### src/rtl/vram_pkg.sv
// Shared constants and request type for the VRAM scan-out / CPU arbiter.
// Combinational definitions only: no latency and no backpressure.
package vram_pkg;
  localparam int ADDR_W       = 16;
  localparam int DATA_W       = 8;
  localparam int H_PIXELS     = 300;
  localparam int V_PIXELS     = 150;
  localparam int H_BITS       = 9;
  localparam int V_BITS       = 8;
  localparam int QDEPTH       = 2;
  localparam int FRAME_PIXELS = H_PIXELS * V_PIXELS;

  typedef struct packed {
    logic              we;
    logic [ADDR_W-1:0] addr;
    logic [DATA_W-1:0] wdata;
  } cpu_req_t;

  typedef enum logic {
    TAG_DISP = 1'b0,
    TAG_CPU  = 1'b1
  } rd_tag_e;
endpackage

### src/rtl/vram_scan_arbiter_cpu_req_fifo.sv
// DEPTH-entry request FIFO; the head is visible combinationally, so a push reaches head_o one cycle later.
// Backpressure: full_o from registered occupancy; a push and a pop on the same full cycle are both taken.
module cpu_req_fifo
  import vram_pkg::*;
#(
  parameter int DEPTH = 2
) (
  input  logic     clk,
  input  logic     rst,
  input  logic     push_i,
  input  cpu_req_t push_dat_i,
  input  logic     pop_i,
  output cpu_req_t head_o,
  output logic     full_o,
  output logic     empty_o
);
  localparam int PTR_W = $clog2(DEPTH);

  cpu_req_t         mem_q [DEPTH];
  logic [PTR_W-1:0] wr_ptr_q, wr_ptr_d, rd_ptr_q, rd_ptr_d;
  logic [PTR_W:0]   count_q, count_d;
  logic             do_push, do_pop;

  assign full_o  = (count_q == (PTR_W+1)'(DEPTH));
  assign empty_o = (count_q == '0);
  assign do_pop  = pop_i && !empty_o;
  assign do_push = push_i && (!full_o || do_pop);
  assign head_o  = mem_q[rd_ptr_q];

  always_comb begin
    wr_ptr_d = wr_ptr_q + PTR_W'(do_push);
    rd_ptr_d = rd_ptr_q + PTR_W'(do_pop);
    count_d  = count_q + (PTR_W+1)'(do_push) - (PTR_W+1)'(do_pop);
  end

  always_ff @(posedge clk) begin
    if (rst) begin
      wr_ptr_q <= '0;
      rd_ptr_q <= '0;
      count_q  <= '0;
    end else begin
      wr_ptr_q <= wr_ptr_d;
      rd_ptr_q <= rd_ptr_d;
      count_q  <= count_d;
    end
  end

  always_ff @(posedge clk) begin
    if (do_push) mem_q[wr_ptr_q] <= push_dat_i;
  end
endmodule

### src/rtl/vram_scan_arbiter.sv
// Single-port VRAM slot arbiter: display fetch on active video, queued CPU requests drain in blanking.
// Pixel and CPU read data one cycle after the access; CPU backpressure via cpu_ready_o (queue not full).
module vram_scan_arbiter
  import vram_pkg::*;
(
  input  logic              clk,
  input  logic              rst,
  input  logic              disp_ena_i,
  input  logic [H_BITS-1:0] col_i,
  input  logic [V_BITS-1:0] row_i,
  input  logic              cpu_valid_i,
  output logic              cpu_ready_o,
  input  logic              cpu_we_i,
  input  logic [ADDR_W-1:0] cpu_addr_i,
  input  logic [DATA_W-1:0] cpu_wdata_i,
  output logic              cpu_rvalid_o,
  output logic [DATA_W-1:0] cpu_rdata_o,
  output logic              mem_en_o,
  output logic              mem_we_o,
  output logic [ADDR_W-1:0] mem_addr_o,
  output logic [DATA_W-1:0] mem_wdata_o,
  input  logic [DATA_W-1:0] mem_rdata_i,
  output logic              pix_valid_o,
  output logic [DATA_W-1:0] pix_data_o,
  output logic              frame_start_o
);
  cpu_req_t          push_req, head;
  logic              full, empty, push, pop, head_in_range, cpu_rd;
  logic [ADDR_W-1:0] disp_addr;

  logic    pix_valid_q, pix_valid_d;
  logic    frame_start_q, frame_start_d;
  logic    rvalid_q, rvalid_d;
  logic    oor_q, oor_d;
  rd_tag_e rd_tag_q, rd_tag_d;

  assign push_req      = '{we: cpu_we_i, addr: cpu_addr_i, wdata: cpu_wdata_i};
  assign cpu_ready_o   = !full;
  assign push          = cpu_valid_i && !full;
  assign pop           = !rst && !disp_ena_i && !empty;
  assign head_in_range = (head.addr < ADDR_W'(FRAME_PIXELS));
  assign cpu_rd        = pop && !head.we;
  assign disp_addr     = ADDR_W'(row_i) * ADDR_W'(H_PIXELS) + ADDR_W'(col_i);

  cpu_req_fifo #(.DEPTH(QDEPTH)) u_fifo (
    .clk       (clk),
    .rst       (rst),
    .push_i    (push),
    .push_dat_i(push_req),
    .pop_i     (pop),
    .head_o    (head),
    .full_o    (full),
    .empty_o   (empty)
  );

  // Out-of-range entries are still popped but never reach the RAM.
  always_comb begin
    mem_en_o    = 1'b0;
    mem_we_o    = 1'b0;
    mem_addr_o  = '0;
    mem_wdata_o = '0;
    if (!rst && disp_ena_i) begin
      mem_en_o   = 1'b1;
      mem_addr_o = disp_addr;
    end else if (pop && head_in_range) begin
      mem_en_o    = 1'b1;
      mem_we_o    = head.we;
      mem_addr_o  = head.addr;
      mem_wdata_o = head.wdata;
    end
  end

  always_comb begin
    pix_valid_d   = disp_ena_i;
    frame_start_d = disp_ena_i && (row_i == '0) && (col_i == '0);
    rvalid_d      = cpu_rd;
    oor_d         = cpu_rd && !head_in_range;
    rd_tag_d      = cpu_rd ? TAG_CPU : TAG_DISP;
  end

  always_ff @(posedge clk) begin
    if (rst) begin
      pix_valid_q   <= 1'b0;
      frame_start_q <= 1'b0;
      rvalid_q      <= 1'b0;
      oor_q         <= 1'b0;
      rd_tag_q      <= TAG_DISP;
    end else begin
      pix_valid_q   <= pix_valid_d;
      frame_start_q <= frame_start_d;
      rvalid_q      <= rvalid_d;
      oor_q         <= oor_d;
      rd_tag_q      <= rd_tag_d;
    end
  end

  assign pix_valid_o   = pix_valid_q;
  assign pix_data_o    = (pix_valid_q && rd_tag_q == TAG_DISP) ? mem_rdata_i : '0;
  assign cpu_rvalid_o  = rvalid_q;
  assign cpu_rdata_o   = (rvalid_q && rd_tag_q == TAG_CPU && !oor_q) ? mem_rdata_i : '0;
  assign frame_start_o = frame_start_q;
endmodule
### config.mk
export PLATFORM = sky130hd
export DESIGN_NAME = vram_scan_arbiter
export DESIGN_NICKNAME = d
export VERILOG_FILES = /design/src/rtl/vram_pkg.sv /design/src/rtl/vram_scan_arbiter_cpu_req_fifo.sv /design/src/rtl/vram_scan_arbiter.sv
export SDC_FILE = /design/constraint.sdc
export NUM_CORES = 1
export LEC_CHECK = 0
export CORE_MARGIN = 3
export CORE_UTILIZATION = 40
export CTS_CLUSTER_SIZE = 28
export DETAILED_ROUTE_END_ITERATION = 7
export PLACE_DENSITY = 0.67
export SYNTH_ARGS = -nofsm -noshare
export SYNTH_HDL_FRONTEND = slang
export SYNTH_HIERARCHICAL = 1
export SYNTH_SLANG_ARGS = --single-unit
### constraint.sdc
create_clock -name clk -period 9 [get_ports clk]
set_input_delay 1.35 -clock clk [delete_from_list [all_inputs] [get_ports clk]]
set_output_delay 1.35 -clock clk [all_outputs]
set_load 0.02 [all_outputs]
# After elaboration in Yosys (flattened, before gate mapping)
# Memory sizes are Yosys's and may differ from the RTL's. A register that Yosys moved wholly into a read port is not among the register bits.
# Index checks and enable logic that the tools add are counted.
# Widths: inputs -> output; s select.
[totals]
ram_bits = 50
n_memories = 1
output_inout_bits = 46
ff_bits = 9
[op_classes]
addsub = 5
eq_ne = 1
order_cmp = 1
bitwise_logic = 1
mul = 1
mux = 14
reduce_logical = 25
[mem_list]
columns = ["name", "depth", "word_bits", "read_ports", "rd_ports_with_merged_regs", "write_ports", "line", "rtl"]
rows = [
  ["u_fifo.mem_q", 2, 25, 1, 1, 1, "vram_scan_arbiter_cpu_req_fifo.sv:19", "cpu_req_t mem_q [DEPTH];"],
]
[ops]
columns = ["cell", "count"]
rows = [
  ["$mux 16", 2],
  ["$mux 8", 4],
  ["$add 16x9->16", 1],
  ["$lt 16x16->1 const B", 1],
  ["$logic_and 1x1->1", 14],
  ["$mul 8x7->14 const B", 1],
  ["$logic_not 9->1", 1],
  ["$logic_not 8->1", 1],
  ["$mux 1", 8],
  ["$logic_not 1->1", 7],
  ["$add 1x1->1", 2],
  ["$add 2x1->2", 1],
  ["$eq 2x2->1 const B", 1],
  ["$logic_not 2->1", 1],
  ["$sub 2x1->2", 1],
  ["$logic_or 1x1->1", 1],
  ["$not 1->1", 1],
]

# Logic depth before layout (Yosys ltp)
[depth]
word_depth = 8
depth_mapped = 17
ltp_nobuf = 16

# Cells and area by module
# The synthesis kept the hierarchy.
[by_module_without_submodules]
columns = ["mod", "instances", "area_per_inst_um2", "seq_area_each_um2", "cells_each"]
rows = [
  ["vram_scan_arbiter", 1, 2062.0, 80.1, 246],
  ["cpu_req_fifo", 1, 2053.2, 1581.5, 106],
]

# Worst setup path after synthesis
# Ideal clock, no wire load.
[synth_path]
path_kind = "input port to output port"
startpoint = "in row_i[3]"
endpoint = "out mem_addr_o[15]"
arrival_time_ps = 4725
setup_slack_ps = 2925
n_path_buf = 1
stages = 16
path_cell_list = "ha_1 -> ha_1 -> ha_1 -> inv_1 -> fa_1 -> inv_1 -> ha_1 -> buf_6 -> xnor2_1 -> ha_1 -> or4_1 -> and3_1 -> and3_1 -> nand4bb_1 -> xnor2_1 -> a22o_1"
[synth_between]
elab_chain_len = 3
[synth_rtl]
columns = ["element", "line", "rtl"]
rows = [
  ["from (decl)", "vram_scan_arbiter.sv:10", "input logic [V_BITS-1:0] row_i,"],
  ["$mul 8x7->14", "vram_scan_arbiter.sv:43", "assign disp_addr = ADDR_W'(row_i) * ADDR_W'(H_PIXELS) + ADDR_W'(col_i);"],
  ["$add 16x9->16", "vram_scan_arbiter.sv:43", ""],
  ["$mux 16", "vram_scan_arbiter.sv:62", "if (!rst && disp_ena_i) begin"],
  ["to (decl)", "vram_scan_arbiter.sv:20", "output logic [ADDR_W-1:0] mem_addr_o,"],
]
# Every way passes these cells.

# Worst setup path in the final report
[layout_path]
startpoint = "in row_i[5]"
endpoint = "out mem_addr_o[15]"
# Same word-level chain as after synthesis.

==> flow_summary.html <==
<table>
<tr><th>Metric</th><th>Value</th></tr>
<tr><th colspan="2">Yosys</th></tr>
<tr><td>Yosys warnings</td><td>6</td></tr>
<tr><td>Fraction of synthesis flops using an asynchronous set or reset pin</td><td>0%</td></tr>
<tr><td>Commonest register cell after synthesis</td><td>edfxtp_1</td></tr>
<tr><td>Number of distinct library cell variants in the gate-level netlist after synthesis</td><td>between 50 and 60</td></tr>
<tr><td>Post-synth EDFFs</td><td>50</td></tr>
<tr><td>Yosys reg bits</td><td>just under 60</td></tr>
<tr><td>Synth Area per Inst</td><td>between 10 and 15 um^2</td></tr>
<tr><td>Mapped Cells</td><td>around 350</td></tr>
<tr><td>Part of the Yosys area used for sequential elements</td><td>between 40% and 50%</td></tr>
<tr><td>Mapped Nets</td><td>461</td></tr>
<tr><td>Summed instance area of the synthesized netlist</td><td>just over 4000 um^2</td></tr>
<tr><th colspan="2">Global route</th></tr>
<tr><td>Antenna violations before repair</td><td>0</td></tr>
<tr><td>Global-route wire length before repair</td><td>around 15000 um</td></tr>
<tr><td>Maximum number of pins on one net before global-route repair</td><td>20</td></tr>
<tr><td>Overflow left after global routing</td><td>0</td></tr>
<tr><td>Tot GR Track Use</td><td>17.0%</td></tr>
<tr><td>Via count of the first global-routing pass</td><td>about 3100</td></tr>
<tr><th colspan="2">Final layout</th></tr>
<tr><td>Most common library cell in the layout ignoring fill and taps</td><td>clkdlybuf4s50_1</td></tr>
<tr><td>Filler cells</td><td>between 800 and 900</td></tr>
<tr><td>Count of inserted antenna diode cells</td><td>0</td></tr>
<tr><td>Post-route insts no fill</td><td>a little under 600</td></tr>
<tr><td>Most frequent cells in the layout</td><td>clkdlybuf4s50_1 (99), edfxtp_1 (50), ha_1 (47)</td></tr>
<tr><td>Area growth, synth to finish</td><td>32.0%</td></tr>
<tr><td>Share of cells above drive strength 1</td><td>about an eighth</td></tr>
<tr><td>Layout Nets</td><td>around 570</td></tr>
<tr><td>Final design instance area without fill</td><td>between 5000 and 6000 um^2</td></tr>
<tr><td>Core Util, Final</td><td>about 55%</td></tr>
<tr><th colspan="2">Drt</th></tr>
<tr><td>1st-pass router iterations</td><td>4</td></tr>
<tr><td>Via-per-instance ratio</td><td>a little over 5</td></tr>
<tr><td>DRC violation count after routing</td><td>0</td></tr>
<tr><td>Antenna violation net count after detailed routing</td><td>0</td></tr>
<tr><td>WL per Instance</td><td>16.1 um</td></tr>
<tr><td>Vias</td><td>3067</td></tr>
<tr><td>Total routed wirelength</td><td>around 9600 um</td></tr>
<tr><td>DRT iter0 DRCs</td><td>around 130</td></tr>
<tr><th colspan="2">CTS</th></tr>
<tr><td>CTS root buf</td><td>clkbuf_8</td></tr>
<tr><td>Resize count post-CTS</td><td>0</td></tr>
<tr><td>Number of H-tree branching levels</td><td>3</td></tr>
<tr><td>Number of buffers inserted by post-CTS setup repair</td><td>0</td></tr>
<tr><td>Clock tree from TritonCTS</td><td>yes</td></tr>
<tr><td>TritonCTS buffer count</td><td>9</td></tr>
<tr><td>Clock latency of the later-clocked register in the worst-skew pair</td><td>0.33 ns</td></tr>
<tr><td>Maximum buffer depth of the clock tree</td><td>2</td></tr>
<tr><td>CTS clock-pin slew for the worst setup and hold paths</td><td>0.07 ns</td></tr>
<tr><td>Clock sink total</td><td>58</td></tr>
<tr><td>Number of hold buffers added after cts</td><td>0</td></tr>
<tr><th colspan="2">Place</th></tr>
<tr><td>Port buffer count</td><td>between 90 and 100</td></tr>
<tr><td>Sum of net half-perimeters after detailed placement</td><td>7660 um</td></tr>
<tr><td>Cell Area, Placed</td><td>5230 um^2</td></tr>
<tr><td>Placed Instances</td><td>between 500 and 600</td></tr>
<tr><td>Final estimated routing congestion in global placement</td><td>0.807</td></tr>
<tr><th colspan="2">Die</th></tr>
<tr><td>Placeable Area</td><td>just under 10000 um^2</td></tr>
<tr><td>Width of the die</td><td>107 um</td></tr>
<tr><td>Floorplan die height</td><td>approximately 110 um</td></tr>
<tr><td>Row count</td><td>36</td></tr>
<tr><td>Number of ports placed on the die boundary</td><td>100</td></tr>
<tr><td>Floorplan die area</td><td>11500 um^2</td></tr>
<tr><td>Effective utilization at floorplan</td><td>41.5%</td></tr>
<tr><th colspan="2">Worst setup path</th></tr>
<tr><td>Worst Setup End Kind</td><td>output port</td></tr>
<tr><td>Largest stage delay on the critical path</td><td>roughly 0.60 ns</td></tr>
<tr><td>Endpoint of the worst-slack reg-to-reg timing path</td><td>u_fifo/mem_q[0][17]$_DFFE_PP_</td></tr>
<tr><td>CP Data Required Time</td><td>roughly 7.7 ns</td></tr>
<tr><td>Master of the slowest instance on the critical path</td><td>clkdlybuf4s50_1</td></tr>
<tr><td>Number of cells traversed by the worst register-to-register path</td><td>7</td></tr>
<tr><td>Category of the critical setup timing path</td><td>primary input to output port</td></tr>
<tr><td>Maximum fanout along the worst path</td><td>7</td></tr>
<tr><td>Category of cells accounting for the largest share of critical-path delay</td><td>adder cells</td></tr>
<tr><td>Data arrival time at the worst-slack endpoint</td><td>approximately 6 ns</td></tr>
<tr><td>Cell mode on critical path</td><td>ha_1</td></tr>
<tr><td>Buffers and inverters on the worst path</td><td>4</td></tr>
<tr><td>Cell-by-cell listing of the critical path</td><td>clkdlybuf4s50_1 -&gt; ha_1 -&gt; ha_1 -&gt; ha_1 -&gt; inv_1 -&gt; fa_1 -&gt; inv_1 -&gt; ha_1 -&gt; xnor2_1 -&gt; ha_1 -&gt; or4_1 -&gt; and3_1 -&gt; and3_1 -&gt; nand4bb_1 -&gt; xnor2_1 -&gt; a22o_1 -&gt; clkdlybuf4s50_1</td></tr>
<tr><td>R2r setup slk</td><td>between 6 and 7 ns</td></tr>
<tr><td>Worst R2R Start</td><td>u_fifo/count_q[0]$_SDFF_PP0_</td></tr>
<tr><td>Launching element type of the critical path</td><td>primary input</td></tr>
<tr><th colspan="2">Timing</th></tr>
<tr><td>Max-slew headroom at the worst pin</td><td>approximately three fifths</td></tr>
<tr><td>Clk_skew</td><td>roughly 0.0052 ns</td></tr>
<tr><td>Total negative slack for setup checks</td><td>0 ns</td></tr>
<tr><td>Setup repair after global routing missed its margin</td><td>no</td></tr>
<tr><td>Count of endpoints failing setup in the final report</td><td>0</td></tr>
<tr><td>Slew Limit Fails</td><td>0</td></tr>
<tr><td>Portion of the clock cycle consumed by the worst path in the final layout</td><td>81.5%</td></tr>
<tr><td>Number of hold violations in the final report</td><td>0</td></tr>
<tr><td>Fmax achieved</td><td>between 100 and 150 MHz</td></tr>
<tr><td>Worst Tran Pin Value</td><td>roughly 0.61 ns</td></tr>
<tr><td>Final critical-path required period</td><td>7.34 ns</td></tr>
<tr><th colspan="2">Worst hold path</th></tr>
<tr><td>Hold crit path type</td><td>flop to flop</td></tr>
<tr><td>Count of cells along the worst hold path</td><td>2</td></tr>
<tr><td>Launch point of the worst hold path</td><td>u_fifo/mem_q[1][24]$_DFFE_PP_</td></tr>
<tr><td>Capture endpoint of the worst hold path</td><td>cpu_rvalid_o$_SDFF_PP0_</td></tr>
<tr><th colspan="2">Pwr</th></tr>
<tr><td>Reported leakage power</td><td>between 0.002 and 0.0025 uW</td></tr>
<tr><td>Power density cells</td><td>slightly above 200 nW/um^2</td></tr>
<tr><td>Largest voltage drop on the vdd net</td><td>between 0.0001 and 0.00015 V</td></tr>
<tr><th colspan="2">Run</th></tr>
<tr><td>Number of maximum-capacitance constraint violations</td><td>0</td></tr>
<tr><th colspan="2">Outcome</th></tr>
<tr><td>Status</td><td>finished clean</td></tr>
</table>
## how the worst max path moves through the flow
stage                   from        endpoint  slack, ns  cells past startpoint
global route        row_i[5]  mem_addr_o[13]       1.41                     17
CTS                 row_i[5]  mem_addr_o[15]       1.64                     17
detailed placement  row_i[5]  mem_addr_o[15]       1.67                     17
global placement    row_i[5]  mem_addr_o[15]       1.73                     17
finish              row_i[5]  mem_addr_o[15]       1.66                     17
floorplan           row_i[3]  mem_addr_o[15]       2.92                     16
## metrics by stage
stage	hold slack [ns]	setup slack, ns	power (uW)
2_1_floorplan	0.532	2.92	722
3_3_place_gp	0.538	1.73	861
3_5_place_dp	0.561	1.67	871
4_1_cts	0.572	1.64	1110
5_1_grt	0.594	1.41	1180
6_report	0.567	1.66	1100
## kinds of logic after synthesis
group	count (synthesis)	share of synthesized area, %
AND/OR/NAND/NOR	93	13.5
flip-flops	58	40.4
AO/OA/AOI/OAI	59	10.7
buffers and inverters	39	4.59
XOR/XNOR	22	5.50
adder cells (fa/ha/maj)	55	18.2
multiplexers	26	7.11
## synthesized netlist by cell type, types with 4 or more instances
cell	instances	share of area [%]
mux2_2	21	5.7
xnor2_1	10	2.1
nor2_1	16	1.5
a22o_1	15	3.2
a21o_1	4	0.73
nand2b_1	4	0.61
inv_1	29	2.6
fa_1	8	3.9
nor2b_1	7	1.1
dfxtp_1	8	3.9
nand2_1	8	0.73
a21oi_1	11	1.3
and3_1	12	1.8
o21a_1	4	0.73
and2_1	17	2.6
xor2_1	9	1.9
o21ai_0	9	1.1
edfxtp_1	50	36
mux2_1	5	1.4
nor3_1	4	0.49
nor4_1	4	0.61
buf_6	5	1.4
ha_1	47	14
## final cells by class
type                            instances  area (um^2)  share of cell area, %
Clock buffer                            9          124                   2.28
Clock inverter                          7         78.8                   1.45
Inverter                               29          109                   2.00
Multi-Input combinational cell        255         2260                   41.7
Sequential cell                        58         1660                   30.6
Tap cell                              133          166                   3.06
Timing Repair Buffer                  104         1030                   18.9
## worst register-to-register path: stages, from the launching register on
cell and delay (ns):
dfxtp_1 0.43, nor2_1 0.07, or3_1 0.35, inv_1 0.35, inv_1 0.08, a21boi_1 0.20, ha_1 0.47, buf_4 0.37
## metal layers
| layer | vias to the layer above | global-route usage (%) | share of wire [%] |
|---|---|---|---|
| li1 | 1502 | - | - |
| met1 | 1459 | 22.1 | 45 |
| met2 | 93 | 28.1 | 47 |
| met3 | 13 | 4.08 | 6.8 |
| met4 | 0 | 5.50 | 1.9 |
| met5 | - | 0 | 0 |
## state kept, by name, indices dropped and copies added, names as in the netlist
signal and cells:
u_fifo/rd_ptr_q 1, frame_start_o 1, u_fifo/mem_q 50, u_fifo/count_q 2, oor_q 1, pix_valid_o 1
cpu_rvalid_o 1, u_fifo/wr_ptr_q 1
## where the power goes
part / total [uW] / switching, uW / internal, uW
registers: 344 / 11.2 / 333
clock network: 240 / 111 / 129
logic: 520 / 278 / 242
(Power assumes the default switching activity.)
